File: src/rtl/core_regfile_loader_pkg.sv
// rtl/core_regfile_loader_pkg.sv - shared header layout, region and FSM encodings for the regfile loader
package core_regfile_loader_pkg;

  localparam int NUM_CORES      = 4;
  localparam int HDR_CORE_LSB   = 30;
  localparam int HDR_CORE_W     = 2;
  localparam int HDR_REGION_BIT = 29;
  localparam int HDR_BASE_LSB   = 12;
  localparam int HDR_BASE_W     = 12;
  localparam int HDR_LEN_LSB    = 0;
  localparam int HDR_LEN_W      = 12;

  typedef enum logic {
    REGION_INEX  = 1'b0,
    REGION_STATE = 1'b1
  } region_e;

  typedef enum logic [1:0] {
    HDR,
    PAY,
    STRT
  } state_e;

endpackage

File: src/rtl/core_regfile_loader_port_demux.sv
// rtl/core_regfile_loader_port_demux.sv - registered 1-to-4 x 2-region write-port demux
module loader_port_demux
  import core_regfile_loader_pkg::*;
#(
  parameter int ADDR_W  = 12,
  parameter int INEX_W  = 32,
  parameter int STATE_W = 18
) (
  input  logic                                  clk,
  input  logic                                  rst,
  input  logic                                  we,
  input  logic [HDR_CORE_W-1:0]                 core,
  input  region_e                               region,
  input  logic [ADDR_W-1:0]                     addr,
  input  logic [INEX_W-1:0]                     data,
  output logic [NUM_CORES-1:0]                  inex_we,
  output logic [NUM_CORES-1:0][ADDR_W-1:0]      inex_addr,
  output logic [NUM_CORES-1:0][INEX_W-1:0]      inex_data,
  output logic [NUM_CORES-1:0]                  state_we,
  output logic [NUM_CORES-1:0][ADDR_W-1:0]      state_addr,
  output logic [NUM_CORES-1:0][STATE_W-1:0]     state_data
);

  // Address/data only load on a hit so idle ports keep their last value.
  always_ff @(posedge clk or posedge rst) begin
    if (rst) begin
      inex_we    <= '0;
      inex_addr  <= '0;
      inex_data  <= '0;
      state_we   <= '0;
      state_addr <= '0;
      state_data <= '0;
    end else begin
      for (int k = 0; k < NUM_CORES; k++) begin
        inex_we[k]  <= we && (core == HDR_CORE_W'(k)) && (region == REGION_INEX);
        state_we[k] <= we && (core == HDR_CORE_W'(k)) && (region == REGION_STATE);
        if (we && (core == HDR_CORE_W'(k)) && (region == REGION_INEX)) begin
          inex_addr[k] <= addr;
          inex_data[k] <= data;
        end
        if (we && (core == HDR_CORE_W'(k)) && (region == REGION_STATE)) begin
          state_addr[k] <= addr;
          state_data[k] <= data[STATE_W-1:0];
        end
      end
    end
  end

endmodule

File: src/rtl/core_regfile_loader.sv
// rtl/core_regfile_loader.sv - host burst stream to per-core regfile write ports, with deferred start pulse
module core_regfile_loader
  import core_regfile_loader_pkg::*;
#(
  parameter int ADDR_W  = 12,
  parameter int INEX_W  = 32,
  parameter int STATE_W = 18,
  parameter int CNT_W   = 16
) (
  input  logic               clk,
  input  logic               rst,
  input  logic               s_valid,
  output logic               s_ready,
  input  logic [31:0]        s_data,
  input  logic               go,
  output logic               busy,
  output logic               is_start,
  output logic [CNT_W-1:0]   wr_count,
  output logic               ran_we_InexRecur_1,
  output logic               ran_we_InexRecur_2,
  output logic               ran_we_InexRecur_3,
  output logic               ran_we_InexRecur_4,
  output logic [ADDR_W-1:0]  ran_w_addr_InexRecur_1,
  output logic [ADDR_W-1:0]  ran_w_addr_InexRecur_2,
  output logic [ADDR_W-1:0]  ran_w_addr_InexRecur_3,
  output logic [ADDR_W-1:0]  ran_w_addr_InexRecur_4,
  output logic [INEX_W-1:0]  ran_w_data_InexRecur_1,
  output logic [INEX_W-1:0]  ran_w_data_InexRecur_2,
  output logic [INEX_W-1:0]  ran_w_data_InexRecur_3,
  output logic [INEX_W-1:0]  ran_w_data_InexRecur_4,
  output logic               ran_we_state_external_1,
  output logic               ran_we_state_external_2,
  output logic               ran_we_state_external_3,
  output logic               ran_we_state_external_4,
  output logic [ADDR_W-1:0]  ran_w_addr_state_external_1,
  output logic [ADDR_W-1:0]  ran_w_addr_state_external_2,
  output logic [ADDR_W-1:0]  ran_w_addr_state_external_3,
  output logic [ADDR_W-1:0]  ran_w_addr_state_external_4,
  output logic [STATE_W-1:0] ran_w_data_state_external_1,
  output logic [STATE_W-1:0] ran_w_data_state_external_2,
  output logic [STATE_W-1:0] ran_w_data_state_external_3,
  output logic [STATE_W-1:0] ran_w_data_state_external_4
);

  state_e                 state_q, state_d;
  logic [HDR_CORE_W-1:0]  core_q, core_d;
  region_e                region_q, region_d;
  logic [ADDR_W-1:0]      addr_q, addr_d;
  logic [HDR_LEN_W-1:0]   rem_q, rem_d;
  logic                   pend_q, pend_d;
  logic [CNT_W-1:0]       cnt_q, cnt_d;
  logic                   hs;
  logic                   wr_we;
  logic                   unused_hdr_bits;

  assign unused_hdr_bits = ^s_data[28:24];
  assign s_ready  = (state_q != STRT);
  assign hs       = s_valid && s_ready;
  assign is_start = (state_q == STRT);
  assign busy     = (state_q != HDR) || pend_q;
  assign wr_count = cnt_q;

  always_ff @(posedge clk or posedge rst) begin
    if (rst) begin
      state_q  <= HDR;
      core_q   <= '0;
      region_q <= REGION_INEX;
      addr_q   <= '0;
      rem_q    <= '0;
      pend_q   <= 1'b0;
      cnt_q    <= '0;
    end else begin
      state_q  <= state_d;
      core_q   <= core_d;
      region_q <= region_d;
      addr_q   <= addr_d;
      rem_q    <= rem_d;
      pend_q   <= pend_d;
      cnt_q    <= cnt_d;
    end
  end

  always_comb begin
    state_d  = state_q;
    core_d   = core_q;
    region_d = region_q;
    addr_d   = addr_q;
    rem_d    = rem_q;
    pend_d   = pend_q;
    cnt_d    = cnt_q;
    wr_we    = 1'b0;
    case (state_q)
      HDR: begin
        if (hs) begin
          core_d   = s_data[HDR_CORE_LSB +: HDR_CORE_W];
          region_d = region_e'(s_data[HDR_REGION_BIT]);
          addr_d   = ADDR_W'(s_data[HDR_BASE_LSB +: HDR_BASE_W]);
          rem_d    = s_data[HDR_LEN_LSB +: HDR_LEN_W];
          state_d  = PAY;
          if (go) pend_d = 1'b1;
        end else if (go) begin
          state_d = STRT;
        end
      end
      PAY: begin
        if (go) pend_d = 1'b1;
        if (hs) begin
          wr_we  = 1'b1;
          addr_d = addr_q + 1'b1;
          if (cnt_q != '1) cnt_d = cnt_q + 1'b1;
          // A go arriving with the final word still counts toward this start.
          if (rem_q == '0) state_d = (pend_q || go) ? STRT : HDR;
          else             rem_d   = rem_q - 1'b1;
        end
      end
      STRT: begin
        pend_d  = 1'b0;
        state_d = HDR;
      end
      default: state_d = HDR;
    endcase
  end

  logic [NUM_CORES-1:0]              inex_we, state_we;
  logic [NUM_CORES-1:0][ADDR_W-1:0]  inex_addr, state_addr;
  logic [NUM_CORES-1:0][INEX_W-1:0]  inex_data;
  logic [NUM_CORES-1:0][STATE_W-1:0] state_data;

  loader_port_demux #(
    .ADDR_W  (ADDR_W),
    .INEX_W  (INEX_W),
    .STATE_W (STATE_W)
  ) u_demux (
    .clk        (clk),
    .rst        (rst),
    .we         (wr_we),
    .core       (core_q),
    .region     (region_q),
    .addr       (addr_q),
    .data       (INEX_W'(s_data)),
    .inex_we    (inex_we),
    .inex_addr  (inex_addr),
    .inex_data  (inex_data),
    .state_we   (state_we),
    .state_addr (state_addr),
    .state_data (state_data)
  );

  assign ran_we_InexRecur_1          = inex_we[0];
  assign ran_we_InexRecur_2          = inex_we[1];
  assign ran_we_InexRecur_3          = inex_we[2];
  assign ran_we_InexRecur_4          = inex_we[3];
  assign ran_w_addr_InexRecur_1      = inex_addr[0];
  assign ran_w_addr_InexRecur_2      = inex_addr[1];
  assign ran_w_addr_InexRecur_3      = inex_addr[2];
  assign ran_w_addr_InexRecur_4      = inex_addr[3];
  assign ran_w_data_InexRecur_1      = inex_data[0];
  assign ran_w_data_InexRecur_2      = inex_data[1];
  assign ran_w_data_InexRecur_3      = inex_data[2];
  assign ran_w_data_InexRecur_4      = inex_data[3];
  assign ran_we_state_external_1     = state_we[0];
  assign ran_we_state_external_2     = state_we[1];
  assign ran_we_state_external_3     = state_we[2];
  assign ran_we_state_external_4     = state_we[3];
  assign ran_w_addr_state_external_1 = state_addr[0];
  assign ran_w_addr_state_external_2 = state_addr[1];
  assign ran_w_addr_state_external_3 = state_addr[2];
  assign ran_w_addr_state_external_4 = state_addr[3];
  assign ran_w_data_state_external_1 = state_data[0];
  assign ran_w_data_state_external_2 = state_data[1];
  assign ran_w_data_state_external_3 = state_data[2];
  assign ran_w_data_state_external_4 = state_data[3];

endmodule

File: config.mk
export PLATFORM = sky130hd
export DESIGN_NAME = core_regfile_loader
export DESIGN_NICKNAME = d
export VERILOG_FILES = /design/src/rtl/core_regfile_loader_pkg.sv /design/src/rtl/core_regfile_loader_port_demux.sv /design/src/rtl/core_regfile_loader.sv
export SDC_FILE = /design/constraint.sdc
export NUM_CORES = 1
export LEC_CHECK = 0
export BUFFER_PORTS_ARGS = -buffer_cell sky130_fd_sc_hd__buf_4
export CORE_AREA = 5 5 194 196
export CTS_BUF_LIST = sky130_fd_sc_hd__clkbuf_16
export DETAILED_ROUTE_END_ITERATION = 6
export DIE_AREA = 0 0 199 201
export PLACE_DENSITY_LB_ADDON = 0.2
export REMOVE_ABC_BUFFERS = 1
export SYNTH_ARGS = -nofsm -noshare
export SYNTH_HDL_FRONTEND = slang
export SYNTH_SLANG_ARGS = --single-unit
File: constraint.sdc
create_clock -name clk -period 15.2 [get_ports clk]
set_input_delay 1.52 -clock clk [delete_from_list [all_inputs] [get_ports clk]]
set_output_delay 1.52 -clock clk [all_outputs]
set_load 0.02 [all_outputs]
==> run_results.csv <==
group,metric,value,unit
status,status,"complete, no violations",
timing,fin_tns_setup,0,ns
floorplanning,fp.coreArea,35900,µm²
route,vias,9069,
clock_network,numCtsBuffers,40,
cells_and_area,area_delta_synth_final,31.0,%
critical_path,critPathMaxFanout,29,
floorplanning,dieWidth,199,µm
floorplanning,num_io_pins,359,
synthesis,synthFlopType,"dfrtp_1",
route,drt_first_pass_iters,4,
timing,fmax,289,MHz
timing,rsz0062_at_grt,"no",
synthesis,syn_area_per_cell,14.7,µm²
global_routing,globalRouteTotalUtil,19.0,%
synthesis,yosysWarnings,0,
power_and_ir_drop,cellLeakagePower,8.79,nW
synthesis,synth_top_area_share,62.6,%
cells_and_area,fill_cells,3167,
timing,finalSetupViolCount,0,
synthesis,ys_ff_latch,350,
synthesis,yosys.area.top_type,"dfrtp_1",
floorplanning,dieHeight,201,µm
place,io_buffers,358,
route,drc_errors,0,
timing,slew_violations,0,
global_routing,grt_pass1_wl,59700,µm
timing,skew,0.0109,ns
route,drt.antenna.violating_nets,0,
cells_and_area,nNetsFinal,1345,
global_routing,antenna_found_initial,0,
clock_network,postCtsSetupBuffers,0,
cells_and_area,drive_above_1_share,52.7,%
flow_run,cap_violations,0,
critical_path,cp-start-kind,"flop",
critical_path,endpoint_kind,"primary output",
critical_path,crit_type,"flop to primary output",
synthesis,synth_cell_types,60,
global_routing,grt_overflow,0,
route,routedWlPerCell,21.6,µm
floorplanning,initial_core_util,39.0,%
route,post_drt_via_cell_ratio,5.03,
power_and_ir_drop,peakVddDrop,0.000134,V
floorplanning,std_cell_rows,70,
power_and_ir_drop,power,0.00453,W
clock_network,insertion_delay,0.52,ns
min_path,hold_path_class,"flop to flop",
clock_network,htree_levels,2,
critical_path,worstPathArrival,1.94,ns
critical_path,required,13.68,ns
global_routing,grt_max_degree,166,
clock_network,cts_root_buffer,"clkbuf_16",
route,drtIter0Drc,268,
synthesis,netlist_instances,950,
timing,slew_headroom,20.9,%
timing,worst_pin_slew,1.18,ns
route,routed_wl,38900,µm
clock_network,clk_pin_slew_worst_paths,0.06,ns
timing,period_minus_slack,3.46,ns
timing,finalHoldViolCount,0,
floorplanning,dieArea,40000,µm²
power_and_ir_drop,p_per_area,247,nW/µm²
clock_network,clockBufferDepth,3,
synthesis,synth_area_leaders,"dfrtp_1 63%, mux2_2 17%, mux2_4 4.2%, mux2_1 2.7%, nand2_1 1.5%",
clock_network,hold_buffers,0,
place,gp_congestion,0.744,
global_routing,grt_pass1_vias,9422,
synthesis,ys_seq_area_share,62.6,%
clock_network,post_cts_resized,0,
clock_network,clkSinkCount,350,
timing,fin_crit_sh,22.8,%
cells_and_area,n_antenna_cell,0,
synthesis,synth_edf_count,0,
synthesis,ys_async_sr_fraction,100,%
place,dp_hpwl,25500,µm
clock_network,cts_tree,"yes",
synthesis,syn_area,14000,µm²
Yosys cell counts (2+ instances only):
cell	n
dfrtp_1	350
mux2_2	217
nand2_1	55
mux2_4	39
mux2_1	33
a21oi_1	28
nor2_1	28
clkbuf_1	20
buf_2	18
nand3_1	14
o21ai_0	13
buf_6	10
xnor2_1	10
inv_1	9
buf_4	8
nand4_1	6
nor3_1	6
o21ai_2	6
nand2b_1	5
a22oi_1	4
and3_1	4
ha_1	4
nand3b_1	4
o32ai_1	4
xor2_1	4
and4_1	3
o211ai_1	3
o22ai_1	3
a31oi_1	2
nand2_2	2
nor2b_1	2
nor3b_2	2
o21a_1	2
o21ai_1	2
o2bb2ai_1	2
o31ai_1	2
or3_1	2
or4_4	2
layout make-up:
type | count | area, µm² | share of cell area [%]
flip-flops and latches | 350 | 8760 | 47.8
inverters | 10 | 45.0 | 0.246
clock buffers | 41 | 1030 | 5.60
multi-input cells | 533 | 4890 | 26.7
clock inverters | 30 | 239 | 1.30
repair buffers | 370 | 2790 | 15.2
well taps | 468 | 586 | 3.19
cells by family (layout without fill, tap and decap cells):
logic type / count (synthesis) / after routing / share of synthesized area [%]
adders and majority gates: 4 / 4 / 0.358
DFF: 350 / 350 / 62.6
buffers and inverters: 67 / 451 / 2.71
muxes: 289 / 289 / 24.3
AOI/OAI and AO/OA: 81 / 81 / 3.84
xor gates and xnor gates: 14 / 14 / 0.876
and+or+nand+nor: 145 / 145 / 5.34
cell usage in the layout, fill, tap and decap left out, types with 3 or more instances in the layout:
master / n
a21oi_1: 28
a22oi_1: 4
and3_1: 4
and4_1: 3
buf_4: 369
bufinv_16: 4
clkbuf_16: 41
clkinv_1: 10
clkinv_2: 7
dfrtp_1: 350
ha_1: 4
inv_1: 16
mux2_1: 33
mux2_2: 217
mux2_4: 39
nand2_1: 55
nand2b_1: 5
nand3_1: 14
nand3b_1: 4
nand4_1: 6
nor2_1: 27
nor3_1: 6
o211ai_1: 3
o21ai_0: 13
o21ai_2: 6
o22ai_1: 3
o32ai_1: 4
xnor2_1: 10
xor2_1: 4
per-layer routing:
metal	track usage, %	part of all wire (%)	vias to the layer above
met5	0	0	-
met4	3.69	1.7	0
met3	5.30	7.3	53
met2	30.9	48	274
met1	25.7	43	4661
li1	-	-	4081
per-stage QoR:
step | instances | cell area (µm²) | worst slack [ns] | util [%] | hold slack (ns)
after detailed placement | 1731 | 17100 | 11.52 | 47.5 | 0.476
after global placement | 1731 | 17100 | 11.56 | 47.5 | 0.468
final | 1802 | 18300 | 11.74 | 51.0 | 0.484
after CTS | 1802 | 18300 | 11.73 | 51.0 | 0.489
after global routing | 1802 | 18300 | 11.61 | 51.0 | 0.499
after floorplan | 893 | 13700 | 3.97 | - | 0.490
worst max-delay path: stages, from the launching register on:
cell	delay, ns
dfrtp_1	0.95
nand2b_1	0.26
inv_1	0.05
buf_4	0.15
flip-flops by register name, indices dropped and copies added, names as in the netlist:
signal,cells
u_demux.inex_addr,48
region_q,1
state_q,2
core_q,2
u_demux.state_data,72
u_demux.state_addr,48
pend_q,1
wr_count,16
u_demux.state_we,4
addr_q,12
u_demux.inex_data,128
u_demux.inex_we,4
rem_q,12
worst paths after layout:
path	start	depth (start not counted)	endpoint	slack, ns
worst min-delay path	u_demux.state_data[70]	1	u_demux.state_data[70]	0.48
worst max register to register	state_q[0]	4	u_demux.state_data[69]	12.13
worst max-delay path	state_q[0]	3	is_start	11.74
max in group asynchronous	rst	3	u_demux.inex_data[22]	12.51
worst min register to register	u_demux.state_data[70]	1	u_demux.state_data[70]	0.48
min in group asynchronous	rst	2	u_demux.inex_we[3]	1.13
where the power goes:
group          switching [W]  internal [W]
combinational        0.00100      0.000925
sequential          0.000312       0.00136
clock               0.000376      0.000556
Note: power is estimated with default switching activity, not from simulation.
